$ cat src/rtl/cpu_pkg.sv
// Shared definitions for the hardwired control unit: opcodes, ALU operations,
// sequencer states and instruction classes.
package cpu_pkg;

    localparam int unsigned OP_FIELD_W = 5;

    localparam logic [OP_FIELD_W-1:0] OP_LD   = 5'b00000;
    localparam logic [OP_FIELD_W-1:0] OP_LDI  = 5'b00001;
    localparam logic [OP_FIELD_W-1:0] OP_ST   = 5'b00010;
    localparam logic [OP_FIELD_W-1:0] OP_ADD  = 5'b00011;
    localparam logic [OP_FIELD_W-1:0] OP_SUB  = 5'b00100;
    localparam logic [OP_FIELD_W-1:0] OP_AND  = 5'b00101;
    localparam logic [OP_FIELD_W-1:0] OP_OR   = 5'b00110;
    localparam logic [OP_FIELD_W-1:0] OP_SHR  = 5'b00111;
    localparam logic [OP_FIELD_W-1:0] OP_SHL  = 5'b01000;
    localparam logic [OP_FIELD_W-1:0] OP_ROR  = 5'b01001;
    localparam logic [OP_FIELD_W-1:0] OP_ROL  = 5'b01010;
    localparam logic [OP_FIELD_W-1:0] OP_ADDI = 5'b01100;
    localparam logic [OP_FIELD_W-1:0] OP_ANDI = 5'b01101;
    localparam logic [OP_FIELD_W-1:0] OP_ORI  = 5'b01110;
    localparam logic [OP_FIELD_W-1:0] OP_BR   = 5'b10011;
    localparam logic [OP_FIELD_W-1:0] OP_NOP  = 5'b11010;
    localparam logic [OP_FIELD_W-1:0] OP_HALT = 5'b11011;

    // ALU operation codes share the encoding of the matching R-type opcode.
    localparam logic [OP_FIELD_W-1:0] ALU_NONE = 5'b00000;
    localparam logic [OP_FIELD_W-1:0] ALU_ADD  = OP_ADD;
    localparam logic [OP_FIELD_W-1:0] ALU_AND  = OP_AND;
    localparam logic [OP_FIELD_W-1:0] ALU_OR   = OP_OR;

    typedef enum logic [3:0] {
        S_RESET,
        S_T0,
        S_T1,
        S_T2,
        S_T3,
        S_T4,
        S_T5,
        S_T6,
        S_T7,
        S_HALT
    } state_t;

    typedef enum logic [2:0] {
        CLS_ALU,
        CLS_IMM,
        CLS_LD,
        CLS_LDI,
        CLS_ST,
        CLS_BR,
        CLS_NOP,
        CLS_HALT
    } cls_t;

    function automatic logic [3:0] t_index(input state_t s);
        logic [3:0] idx;
        case (s)
            S_T0:    idx = 4'd0;
            S_T1:    idx = 4'd1;
            S_T2:    idx = 4'd2;
            S_T3:    idx = 4'd3;
            S_T4:    idx = 4'd4;
            S_T5:    idx = 4'd5;
            S_T6:    idx = 4'd6;
            S_T7:    idx = 4'd7;
            default: idx = 4'd0;
        endcase
        return idx;
    endfunction

    function automatic logic is_running(input state_t s);
        return (s != S_RESET) && (s != S_HALT);
    endfunction

endpackage

$ cat src/rtl/instr_class_decode.sv
// Combinational opcode decoder: instruction class plus the ALU operation used
// by the immediate forms.
module instr_class_decode
    import cpu_pkg::*;
#(
    parameter int unsigned OPW = 5
) (
    input  logic [OP_FIELD_W-1:0] op,
    output cls_t                  cls,
    output logic [OPW-1:0]        imm_alu_op
);

    always_comb begin
        cls        = CLS_NOP;
        imm_alu_op = OPW'(ALU_NONE);
        case (op)
            OP_ADD, OP_SUB, OP_AND, OP_OR,
            OP_SHR, OP_SHL, OP_ROR, OP_ROL: cls = CLS_ALU;
            OP_ADDI: begin
                cls        = CLS_IMM;
                imm_alu_op = OPW'(ALU_ADD);
            end
            OP_ANDI: begin
                cls        = CLS_IMM;
                imm_alu_op = OPW'(ALU_AND);
            end
            OP_ORI: begin
                cls        = CLS_IMM;
                imm_alu_op = OPW'(ALU_OR);
            end
            OP_LD:   cls = CLS_LD;
            OP_LDI:  cls = CLS_LDI;
            OP_ST:   cls = CLS_ST;
            OP_BR:   cls = CLS_BR;
            OP_HALT: cls = CLS_HALT;
            default: cls = CLS_NOP;
        endcase
    end

endmodule

$ cat src/rtl/control_sequencer.sv
// Hardwired T-state sequencer driving every datapath strobe; Moore outputs
// decoded from the registered state and the IR opcode field.
module control_sequencer
    import cpu_pkg::*;
#(
    parameter int unsigned DW  = 32,
    parameter int unsigned OPW = 5
) (
    input  logic           clk,
    input  logic           clr,
    input  logic [DW-1:0]  ir,
    input  logic           con_ff,
    output logic           PCout,
    output logic           Zlowout,
    output logic           MDRout,
    output logic           Cout,
    output logic           BAout,
    output logic           Rout,
    output logic           PCin,
    output logic           IncPC,
    output logic           MARin,
    output logic           MDRin,
    output logic           IRin,
    output logic           Yin,
    output logic           Zin,
    output logic           Rin,
    output logic           CONin,
    output logic           Gra,
    output logic           Grb,
    output logic           Grc,
    output logic           Read,
    output logic           Write,
    output logic [OPW-1:0] opcode,
    output logic           run,
    output logic [3:0]     step
);

    state_t                state;
    state_t                state_next;
    cls_t                  cls;
    logic [OPW-1:0]        imm_op;
    logic [OP_FIELD_W-1:0] ir_op;
    logic                  unused_ir;

    assign ir_op = ir[31:27];
    // Register fields are selected inside the datapath via Gra/Grb/Grc.
    assign unused_ir = ^ir;

    instr_class_decode #(
        .OPW (OPW)
    ) u_decode (
        .op         (ir_op),
        .cls        (cls),
        .imm_alu_op (imm_op)
    );

    always_ff @(posedge clk or posedge clr) begin
        if (clr) begin
            state <= S_RESET;
        end else begin
            state <= state_next;
        end
    end

    always_comb begin
        state_next = state;
        case (state)
            S_RESET: state_next = S_T0;
            S_T0:    state_next = S_T1;
            S_T1:    state_next = S_T2;
            S_T2:    state_next = S_T3;
            S_T3: begin
                if (cls == CLS_HALT) begin
                    state_next = S_HALT;
                end else if (cls == CLS_NOP) begin
                    state_next = S_T0;
                end else begin
                    state_next = S_T4;
                end
            end
            S_T4:    state_next = S_T5;
            S_T5: begin
                if (cls == CLS_LD || cls == CLS_ST || cls == CLS_BR) begin
                    state_next = S_T6;
                end else begin
                    state_next = S_T0;
                end
            end
            S_T6: begin
                if (cls == CLS_LD || cls == CLS_ST) begin
                    state_next = S_T7;
                end else begin
                    state_next = S_T0;
                end
            end
            S_T7:    state_next = S_T0;
            S_HALT:  state_next = S_HALT;
            default: state_next = S_RESET;
        endcase
    end

    always_comb begin
        PCout   = 1'b0;
        Zlowout = 1'b0;
        MDRout  = 1'b0;
        Cout    = 1'b0;
        BAout   = 1'b0;
        Rout    = 1'b0;
        PCin    = 1'b0;
        IncPC   = 1'b0;
        MARin   = 1'b0;
        MDRin   = 1'b0;
        IRin    = 1'b0;
        Yin     = 1'b0;
        Zin     = 1'b0;
        Rin     = 1'b0;
        CONin   = 1'b0;
        Gra     = 1'b0;
        Grb     = 1'b0;
        Grc     = 1'b0;
        Read    = 1'b0;
        Write   = 1'b0;
        opcode  = '0;
        run     = is_running(state);
        step    = t_index(state);

        case (state)
            S_T0: begin
                PCout = 1'b1;
                MARin = 1'b1;
                IncPC = 1'b1;
                Zin   = 1'b1;
            end
            S_T1: begin
                Zlowout = 1'b1;
                PCin    = 1'b1;
                Read    = 1'b1;
                MDRin   = 1'b1;
            end
            S_T2: begin
                MDRout = 1'b1;
                IRin   = 1'b1;
            end
            S_T3: begin
                case (cls)
                    CLS_ALU, CLS_IMM: begin
                        Grb  = 1'b1;
                        Rout = 1'b1;
                        Yin  = 1'b1;
                    end
                    CLS_LD, CLS_LDI, CLS_ST: begin
                        Grb   = 1'b1;
                        BAout = 1'b1;
                        Yin   = 1'b1;
                    end
                    CLS_BR: begin
                        Gra   = 1'b1;
                        Rout  = 1'b1;
                        CONin = 1'b1;
                    end
                    default: ;
                endcase
            end
            S_T4: begin
                case (cls)
                    CLS_ALU: begin
                        Grc    = 1'b1;
                        Rout   = 1'b1;
                        Zin    = 1'b1;
                        opcode = OPW'(ir_op);
                    end
                    CLS_IMM: begin
                        Cout   = 1'b1;
                        Zin    = 1'b1;
                        opcode = imm_op;
                    end
                    CLS_LD, CLS_LDI, CLS_ST: begin
                        Cout   = 1'b1;
                        Zin    = 1'b1;
                        opcode = OPW'(ALU_ADD);
                    end
                    CLS_BR: begin
                        PCout = 1'b1;
                        Yin   = 1'b1;
                    end
                    default: ;
                endcase
            end
            S_T5: begin
                case (cls)
                    CLS_ALU, CLS_IMM, CLS_LDI: begin
                        Zlowout = 1'b1;
                        Gra     = 1'b1;
                        Rin     = 1'b1;
                    end
                    CLS_LD, CLS_ST: begin
                        Zlowout = 1'b1;
                        MARin   = 1'b1;
                    end
                    CLS_BR: begin
                        Cout   = 1'b1;
                        Zin    = 1'b1;
                        opcode = OPW'(ALU_ADD);
                    end
                    default: ;
                endcase
            end
            S_T6: begin
                case (cls)
                    CLS_LD: begin
                        Read  = 1'b1;
                        MDRin = 1'b1;
                    end
                    CLS_ST: begin
                        Gra   = 1'b1;
                        Rout  = 1'b1;
                        MDRin = 1'b1;
                    end
                    CLS_BR: begin
                        Zlowout = 1'b1;
                        // Branch target is committed only when the condition holds.
                        PCin    = con_ff;
                    end
                    default: ;
                endcase
            end
            S_T7: begin
                case (cls)
                    CLS_LD: begin
                        MDRout = 1'b1;
                        Gra    = 1'b1;
                        Rin    = 1'b1;
                    end
                    CLS_ST:  Write = 1'b1;
                    default: ;
                endcase
            end
            default: ;
        endcase
    end

endmodule

$ cat config.mk
export PLATFORM = sky130hd
export DESIGN_NAME = control_sequencer
export DESIGN_NICKNAME = d
export VERILOG_FILES = /design/src/rtl/cpu_pkg.sv /design/src/rtl/instr_class_decode.sv /design/src/rtl/control_sequencer.sv
export SDC_FILE = /design/constraint.sdc
export NUM_CORES = 1
export LEC_CHECK = 0
export ABC_AREA = 0
export BUFFER_PORTS_ARGS = -buffer_cell sky130_fd_sc_hd__clkbuf_2
export CAP_MARGIN = 25
export CELL_PAD_IN_SITES_DETAIL_PLACEMENT = 2
export CELL_PAD_IN_SITES_GLOBAL_PLACEMENT = 2
export CORE_MARGIN = 2
export CORE_UTILIZATION = 19
export CTS_BUF_LIST = sky130_fd_sc_hd__clkbuf_8 sky130_fd_sc_hd__clkbuf_16
export DETAILED_ROUTE_END_ITERATION = 8
export PLACE_DENSITY = 0.94
export SLEW_MARGIN = 15
export SYNTH_ARGS = -nofsm -noshare
export SYNTH_HDL_FRONTEND = slang
export SYNTH_SLANG_ARGS = --single-unit
$ cat constraint.sdc
create_clock -name clk -period 3.4 [get_ports clk]
set_input_delay 0.17 -clock clk [delete_from_list [all_inputs] [get_ports clk]]
set_output_delay 0.17 -clock clk [all_outputs]
set_load 0.005 [all_outputs]
# Yosys cells after proc, flatten, opt, wreduce, memory -nomap -nowiden
# Memory sizes are Yosys's and may differ from the RTL's.
# Index checks and enable logic that the tools add are counted.
# classes
n_shift	0
reduce_logical	16
n_div	0
n_mul	0
bitwise_logic	0
order_cmp	0
n_mux	41
eq_ne	32
addsub	0
# op_table
cell	n
$pmux W4 S9	1
$eq A5 B4 Y1 const B	6
$pmux W3 S7	1
$eq A5 B3 Y1 const B	4
$mux W1	18
$pmux W1 S2	9
$eq A4 B3 Y1 const B	4
$pmux W5 S3	1
$eq A3 B3 Y1 const B	4
$reduce_or A3 Y1	4
$eq A5 B2 Y1 const B	2
$eq A5 B5 Y1 const B	2
$pmux W5 S2	1
$pmux W1 S3	3
$pmux W3 S3	1
$eq A4 B2 Y1 const B	2
$eq A4 B4 Y1 const B	2
$mux W4	2
$reduce_or A8 Y1	1
$eq A3 B2 Y1 const B	2
$mux W3	2
$eq A5 B1 Y1 const B	1
$logic_not A5 Y1	1
$reduce_or A5 Y1	1
other kinds (12)	14
# totals
wordCells	91
in_bits	35
latchBits	0
out_inout_bits	30
mem_bits_ro	48
ff_bits	4
ram_bits	0
mem_count	1
# mem_list
name	depth	width	read_ports	rd_ports_with_merged_regs	wr	line	source
(name not given)	16	3	1	0	0	cpu_pkg.sv:57	case (s)

# Depth between registers and ports, before layout
# Gate-level depths: netlist of run 1.
# depth
word_depth	8
depth_mapped	6
mapped_depth_nobuf	6

# Modules after synthesis
# From an unflattened synthesis of run 1, not the netlist that was laid out.
# unflattened
hier_cells	141
area_unflattened_um2	948.4
# by_module_without_submodules
module	cells_per_inst	instances	area_each_um2	seq_area_each_um2
control_sequencer	120	1	824.5	100.1
instr_class_decode	21	1	123.9	0.0

# Least setup slack after synthesis of run 1
# OpenSTA, ideal clock, no wires.
# synth_timing
kind	register -> output
start	register state[0]
end	output Gra
required_time_ns	3.230
n_path_buf	0
t_arrival_ns	1.464
path_stages_with_launch	7
setup_slack_ns	1.766
cell_sequence	dfrtp_1 inv_1 ha_1 nand3b_1 or3_4 o31ai_4 nand2b_1
# synth_via
elab_chain_len	2
word_cells_on_any_way	5
classes_between	eq/ne: 4; mux: 1
# synth_lines
element	line	source
start: declaration	control_sequencer.sv:38	state_t state;
start signal: assignment	control_sequencer.sv:61	state <= state_next;
$eq A4 B4 Y1 / $eq A4 B3 Y1 (equally long branches)	control_sequencer.sv:127	case (state)
$pmux W1 S4 *	control_sequencer.sv:127	
end: declaration	control_sequencer.sv:28	output logic Gra,
# Mark *: on every way between the ends. The rest lies on a longest branch, timed or not.

# Worst setup path after layout of run 1
# layout_timing
start	register state[2]
end	output opcode[1]
# layout_via
elab_chain_len	2
word_cells_on_any_way	3
classes_between	eq/ne: 2; mux: 1
# layout_lines
element	line	source
$eq A4 B3 Y1	control_sequencer.sv:127	
$pmux W5 S2 *	control_sequencer.sv:127	
end: declaration	control_sequencer.sv:33	output logic [OPW-1:0] opcode,
# Marks and branches as above.

==> results of run 1 <==
==> metrics by stage <==
step	total power, mW	worst slack (ns)	area, um^2
after floorplan	0.352	1.77	816
after global placement	0.504	1.41	991
after detailed placement	0.520	1.37	991
after CTS	0.623	1.13	1040
after global routing	0.682	0.877	1040
final	0.610	1.12	1040
==> cells in the final DEF, fill, tap and decap left out, types with 2 or more instances in the layout <==
| master | synthesis | layout |
|---|---|---|
| o21ai_1 | 8 | 8 |
| o31a_1 | 2 | 2 |
| nand2_1 | 11 | 11 |
| conb_1 | 1 | 2 |
| o22ai_1 | 4 | 4 |
| and3_1 | 3 | 3 |
| inv_1 | 5 | 5 |
| ha_1 | 5 | 5 |
| nor2b_1 | 2 | 2 |
| a21oi_1 | 10 | 10 |
| nand4_1 | 2 | 2 |
| nand2b_1 | 4 | 4 |
| a32oi_1 | 2 | 2 |
| nand3b_1 | 5 | 5 |
| nand3_1 | 3 | 3 |
| or2_1 | 2 | 2 |
| dfrtp_1 | 4 | 4 |
| clkbuf_2 | 0 | 35 |
| clkbuf_8 | 0 | 3 |
| nor3_1 | 7 | 7 |
| nor2_1 | 13 | 13 |
==> final timing paths <==
| path | startpoint | endpoint | slack, ns | depth (start not counted) |
|---|---|---|---|---|
| worst max register to register | state[2]$_DFF_PP0_ | state[2]$_DFF_PP0_ | 1.78 | 4 |
| min in group clk | ir[31] | state[2]$_DFF_PP0_ | 0.46 | 3 |
| worst min register to register | state[3]$_DFF_PP0_ | state[1]$_DFF_PP0_ | 0.81 | 1 |
| max in group asynchronous | clr | state[3]$_DFF_PP0_ | 2.87 | 3 |
| worst min-delay path | clr | state[2]$_DFF_PP0_ | 0.37 | 3 |
| worst max-delay path | state[2]$_DFF_PP0_ | opcode[1] | 1.12 | 5 |
==> kinds of logic (layout without fill, tap and decap cells) <==
kind of cell	count (synthesis)	after routing
simple gates	57	57
compound gates	37	37
buf+inv	19	44
fa+ha+maj	5	5
flops	4	4
other cells	1	2
xor+xnor	1	1
mux	1	1
==> cell type report <==
| type | count | share of cell area, % |
|---|---|---|
| Sequential cell | 4 | 9.60 |
| Inverter | 5 | 1.80 |
| Multi-Input combinational cell | 103 | 60.9 |
| Timing Repair Buffer | 36 | 17.8 |
| Tap cell | 50 | 6.00 |
| Clock buffer | 3 | 3.96 |
==> power by group <==
part           internal (mW)  switching (mW)
logic                  0.172           0.240
registers             0.0656          0.0359
clock network         0.0752          0.0214
total                  0.313           0.297
==> repair_timing <==
action | 4_1_cts | 5_1_grt
endpoints found under the setup margin | 0 | 0
endpoints found under the hold margin | 4 | 0
hold buffers | 1 | 0
gates resized for setup | 0 | 0
==> worst max-delay path, delay by kind of cell, from the launching register on <==
kind / cells / cell delay [ns]
buffers and inverters: 1 / 0.11
AND/OR/NAND/NOR: 3 / 0.85
AO/OA/AOI/OAI: 1 / 0.21
flip-flops: 1 / 0.73
==> Yosys cell counts (2+ instances only) <==
cell type	number	area share [%]
a21oi_1	10	6.2
a32oi_1	2	2.2
and3_1	3	2.3
buf_2	2	1.2
buf_4	2	1.8
clkbuf_1	9	4.2
dfrtp_1	4	12
ha_1	5	7.7
inv_1	5	2.3
nand2_1	11	5.1
nand2b_1	4	3.1
nand3_1	3	1.8
nand3b_1	5	4.6
nand4_1	2	1.5
nor2_1	13	6.0
nor2b_1	2	1.5
nor3_1	7	4.3
o21ai_1	8	4.9
o22ai_1	4	3.1
o31a_1	2	2.2
or2_1	2	1.5
==> layer usage <==
metal	track usage, %	share of wire (%)	vias to the layer above
met5	0	0	-
li1	-	-	500
met1	18.0	52	474
met4	1.31	0	0
met3	1.45	3.3	0
met2	19.3	45	24
==> flow_summary_export.csv, run 1 <==
group,metric,value,unit
routing,wl_per_cell,14.8,um
setup_path,slowest_stage,"dfrtp_1",
clocking,cts_tree,"built",
logic_synthesis,synth_area,812,um^2
outcome,status,"finished, final reports clean",
setup_path,critPathMaxFanout,23,
timing,slew_violations,0,
finish,post-route-util,25.7,%
floorplanning,initial_utilization,20.0,%
clocking,cts_buffers,3,
timing,final_hold_viol_count,0,
floorplanning,num_rows,23,
global_routing,grt_overflow,0,
routing,drt_iter0_markers,34,
routing,drtPass1Iterations,4,
logic_synthesis,netlist_instances,125,
logic_synthesis,synth.area.mux_share,1.23,%
logic_synthesis,ys_seq_elements,4,
finish,antenna_cells,0,
flow_run,cap_violations,0,
logic_synthesis,synth_warnings,0,
placed_design,gp_congestion,0.813,
timing,rsz0062_at_grt,"false",
timing,period_minus_slack,2.28,ns
setup_path,arrival,2.11,ns
routing,ant_nets,0,
setup_path,slowest_delay,0.73,ns
finish,fin_cells,201,
global_routing,grt_max_degree,24,
timing,holdWs,0.372,ns
clocking,clk_pin_slew,0.03,ns
timing,finalSetupViolCount,0,
clocking,root_buffer,"clkbuf_8",
setup_path,worstSetupEndpointType,"primary output",
logic_synthesis,yosys.area_share.simple,36.7,%
finish,fin_nets,193,
logic_synthesis,synth_top_family_by_area,"simple AND/OR/NAND/NOR gates",
routing,wl,2970,um
setup_path,worst_setup_path_start_kind,"flip-flop",
clocking,cts_buffer_depth,2,
timing,worstMarginPinSlew,0.625,ns
finish,n_fill_cell,495,
finish,multi_input_area,634,um^2
clocking,worstSkewPairLatency,0.21,ns
logic_synthesis,ys_async_sr_fraction,100,%
logic_synthesis,synth_edf_count,0,
logic_synthesis,synth_cell_types,41,
finish,top_regs,"state x4",
routing,drc,0,
clocking,cts.sinks,4,
logic_synthesis,synth_compound_area_share,30.5,%
floorplanning,die_w,69.4,um
setup_path,critPathKind,"flip-flop to primary output",
logic_synthesis,synth_xor_area_share,1.08,%
placed_design,io_buffers,35,
timing,skew,0.00158,ns
logic_synthesis,synth-seq-area-share,12.3,%
routing,num_vias,998,
global_routing,grt_usage,12.1,%
floorplanning,fp.dieArea,0.00481,mm^2
floorplanning,io_pins,65,
timing,min_period_over_period,67.1,%
timing,max_freq,0.438,GHz
global_routing,grt_pass1_wl,5000,um
clocking,post_cts_buffers,0,
power,power.density,585,mW/mm^2
clocking,htree_levels,1,
floorplanning,die_h,69.4,um
setup_path,crit_chain,"nor2b_1, nand2_1, nor4_1, o31a_1, clkbuf_2",
floorplanning,core,0.00406,mm^2
global_routing,grt_pass1_vias,1036,
placed_design,place_inst,197,
timing,fin_tns_setup,0,ns
setup_path,crit_required,3.23,ns
placed_design,dp_hpwl,2340,um
global_routing,antenna_found_initial,0,
worst_hold_path,hold_path.class,"input port to asynchronous set/reset pin",
power,peakVddDrop,0.161,mV
routing,viasPerCell,4.97,
finish,seq_area,100,um^2
finish,largest_register_ffs,4,
finish,syn2layout_area_growth,28.4,%
timing,slew_headroom,58.4,%
finish,drive_gt1_share,27.2,%
logic_synthesis,syn_avg_cell_area,6.50,um^2
finish,regMostFlops,"state",
logic_synthesis,synth_flop_cell,"dfrtp_1",
power,p_leak,0.491,nW
logic_synthesis,synthAdderAreaFrac,7.70,%
Note: power is estimated with default switching activity, not from simulation.
==> inputs of run 2 (changes only) <==
ABC_AREA = 1   (was 0)
CORE_UTILIZATION = 18   (was 19)
PLACE_DENSITY = 0.9   (was 0.94)
clock period = 2.4 ns   (was 3.4 ns; I/O delays follow)
==> run 2 against run 1 <==
Synthesized cell count increased by 10%. Critical path type unchanged. Register-to-register slack got worse by 0.91 ns. Die area increased by 8.4%. Critical path depth increased by 2. Power increased by 37%. Highest routed layer is now met4. Clock power increased by 44%. First-iteration DRC count decreased by 65%. Utilization decreased by 0.52 points. Count of clock-buffer cells in the layout unchanged. Setup slack got worse by 0.67 ns.
==> flow_summary_export.csv, run 2 <==
group,metric,value,unit
outcome,status,"finished, final reports clean",
routing,drtPass1Iterations,4,
clocking,cts_buffer_depth,2,
timing,finalSetupViolCount,0,
logic_synthesis,synth_flop_cell,"dfrtp_1",
logic_synthesis,synth_area_leaders,"dfrtp_1 (12%), nand2_1 (11%), inv_1 (10%)",
routing,drc,0,
placed_design,dp_hpwl,2640,um
clocking,post_cts_buffers,0,
floorplanning,io_pins,65,
logic_synthesis,syn_avg_cell_area,6.07,um^2
setup_path,cpMostUsedCell,"inv_1",
setup_path,critPathMaxFanout,4,
clocking,clk_pin_slew,0.03,ns
global_routing,grt_pass1_wl,5250,um
logic_synthesis,synth_edf_count,0,
logic_synthesis,yosysMostFrequentCell,"nand2_1",
logic_synthesis,synth_area,838,um^2
timing,final_hold_viol_count,0,
finish,drive_gt1_share,40.0,%
finish,fin_nets,217,
timing,holdWs,0.328,ns
floorplanning,initial_utilization,19.0,%
finish,antenna_cells,0,
finish,syn2layout_area_growth,32.5,%
timing,fin_tns_setup,0,ns
timing,rsz0062_at_grt,"false",
logic_synthesis,netlist_instances,138,
power,p_leak,0.648,nW
timing,min_period_over_period,81.3,%
logic_synthesis,synth_cell_types,25,
setup_path,r2r_start,"state[0]$_DFF_PP0_",
placed_design,dp_worst_setup_slack,0.653,ns
routing,ant_nets,0,
clocking,htree_levels,1,
placed_design,gp_congestion,0.841,
clocking,cts_tree,"built",
finish,top_regs,"state x4",
timing,max_freq,0.513,GHz
global_routing,grt_usage,12.9,%
routing,drt_iter0_markers,12,
finish,layout.cells.most_common,"clkbuf_2",
logic_synthesis,synth_warnings,0,
routing,wl,3060,um
timing,period_minus_slack,1.95,ns
finish,post-route-util,25.2,%
finish,regMostFlops,"state",
worst_hold_path,hold_path.class,"input port to asynchronous set/reset pin",
floorplanning,core,0.00441,mm^2
clocking,worstSkewPairLatency,0.21,ns
floorplanning,num_rows,24,
routing,num_vias,990,
setup_path,crit_required,2.28,ns
setup_path,slowest_stage,"dfrtp_1",
power,power.density,753,mW/mm^2
floorplanning,die_w,72.2,um
logic_synthesis,synth_top_area_cell,"dfrtp_1",
routing,viasPerCell,4.36,
logic_synthesis,ys_seq_elements,4,
setup_path,startpoint,"state[0]$_DFF_PP0_",
global_routing,grt_pass1_vias,1100,
clocking,root_buffer,"clkbuf_8",
power,p_total,0.837,mW
setup_path,crit_chain,"inv_1, ha_1, inv_1, nor3_1, nand4_1, nand3_1, clkbuf_2",
global_routing,grt_max_degree,9,
global_routing,antenna_found_initial,0,
placed_design,io_buffers,35,
flow_run,cap_violations,0,
finish,final_cell_mix,"clkbuf_2 (35), nand2_1 (24), inv_1 (23), nor2_1 (17)",
finish,largest_register_ffs,4,
logic_synthesis,synth-seq-area-share,11.9,%
timing,slew_violations,0,
timing,setup_slack,0.450,ns
clocking,cts_buffers,3,
setup_path,worst_setup_path_start_kind,"flip-flop",
logic_synthesis,synth_top_area_share,11.9,%
setup_path,slowest_delay,0.41,ns
power,peakVddDrop,0.137,mV
setup_path,worstSetupEndpointType,"primary output",
setup_path,critPathKind,"flip-flop to primary output",
logic_synthesis,synthTopCellsByCount,"nand2_1 (24), inv_1 (23), nor2_1 (17)",
logic_synthesis,ys_async_sr_fraction,100,%
setup_path,arrival,1.83,ns
floorplanning,die_h,72.2,um
routing,wl_per_cell,13.5,um
global_routing,grt_overflow,0,
floorplanning,fp.dieArea,0.00522,mm^2
clocking,cts.sinks,4,
timing,skew,0.00249,ns
## run 2: cell count changes after synthesis, sizes merged, moves of 3 or more
cell    change
and3        -3
inv        +25
nand3b      -4
a21oi       -8
nor2       +14
nand2      +22
nand3       +9
o211ai      +3
clkbuf      -9
nand2b      -4
o22ai       -4
## run 2: worst paths after layout
path | to | slack [ns] | depth (start not counted)
min in group clk | state[3]$_DFF_PP0_ | 0.36 | 3
worst min register to register | state[0]$_DFF_PP0_ | 0.63 | 1
max in group asynchronous | state[0]$_DFF_PP0_ | 1.91 | 3
worst min-delay path | state[3]$_DFF_PP0_ | 0.33 | 3
worst max-delay path | Gra | 0.45 | 7
worst max register to register | state[1]$_DFF_PP0_ | 0.87 | 8
## run 2: logic make-up (layout without fill, tap and decap cells)
| logic type | after synthesis | after routing | share of synthesized area (%) |
|---|---|---|---|
| adders and majority gates | 5 | 5 | 7.46 |
| and+or+nand+nor | 80 | 80 | 52.5 |
| DFF | 4 | 4 | 11.9 |
| buffers and inverters | 33 | 69 | 16.1 |
| other | 1 | 2 | 0.447 |
| AOI/OAI and AO/OA | 15 | 15 | 11.5 |
## run 2: repair_timing
item | 4_1_cts | 5_1_grt
hold endpoints to repair | 4 | 0
resized for setup | 0 | 0
hold buffers | 1 | 0
## run 2: layer usage
layer / routed length, um / GRT usage [%] / vias up
met5: 0 / 0 / -
met4: 25 / 3.77 / 0
met3: 120 / 1.94 / 2
met2: 1640 / 24.7 / 22
met1: 1270 / 14.6 / 462
li1: - / - / 504
## run 2: worst max-delay path: cells and delay by family (launching register included)
family                   cells  cell delay, ns
flip-flops                   1            0.41
AND/OR/NAND/NOR              3            0.72
buffers and inverters        3            0.33
adder cells (fa/ha/maj)      1            0.16
## run 2: final cells by class
cell class,instances,area [um^2]
Inverter,30,113
Tap cell,52,65.1
Fill cell,557,3300
Sequential cell,4,100
Multi-Input combinational cell,102,607
Timing Repair Buffer,36,185
Clock buffer,3,41.3
## run 2: metrics by stage
step                      std cells  area [um^2]
after floorplan                 139          842
after global placement          223         1060
after detailed placement        223         1060
after CTS                       227         1110
after global routing            227         1110
final                           227         1110
## run 2: report_power, final
| group | switching [mW] | internal [mW] | total (mW) |
|---|---|---|---|
| combinational | 0.356 | 0.219 | 0.575 |
| clock | 0.0322 | 0.107 | 0.139 |
| sequential | 0.0294 | 0.0936 | 0.123 |
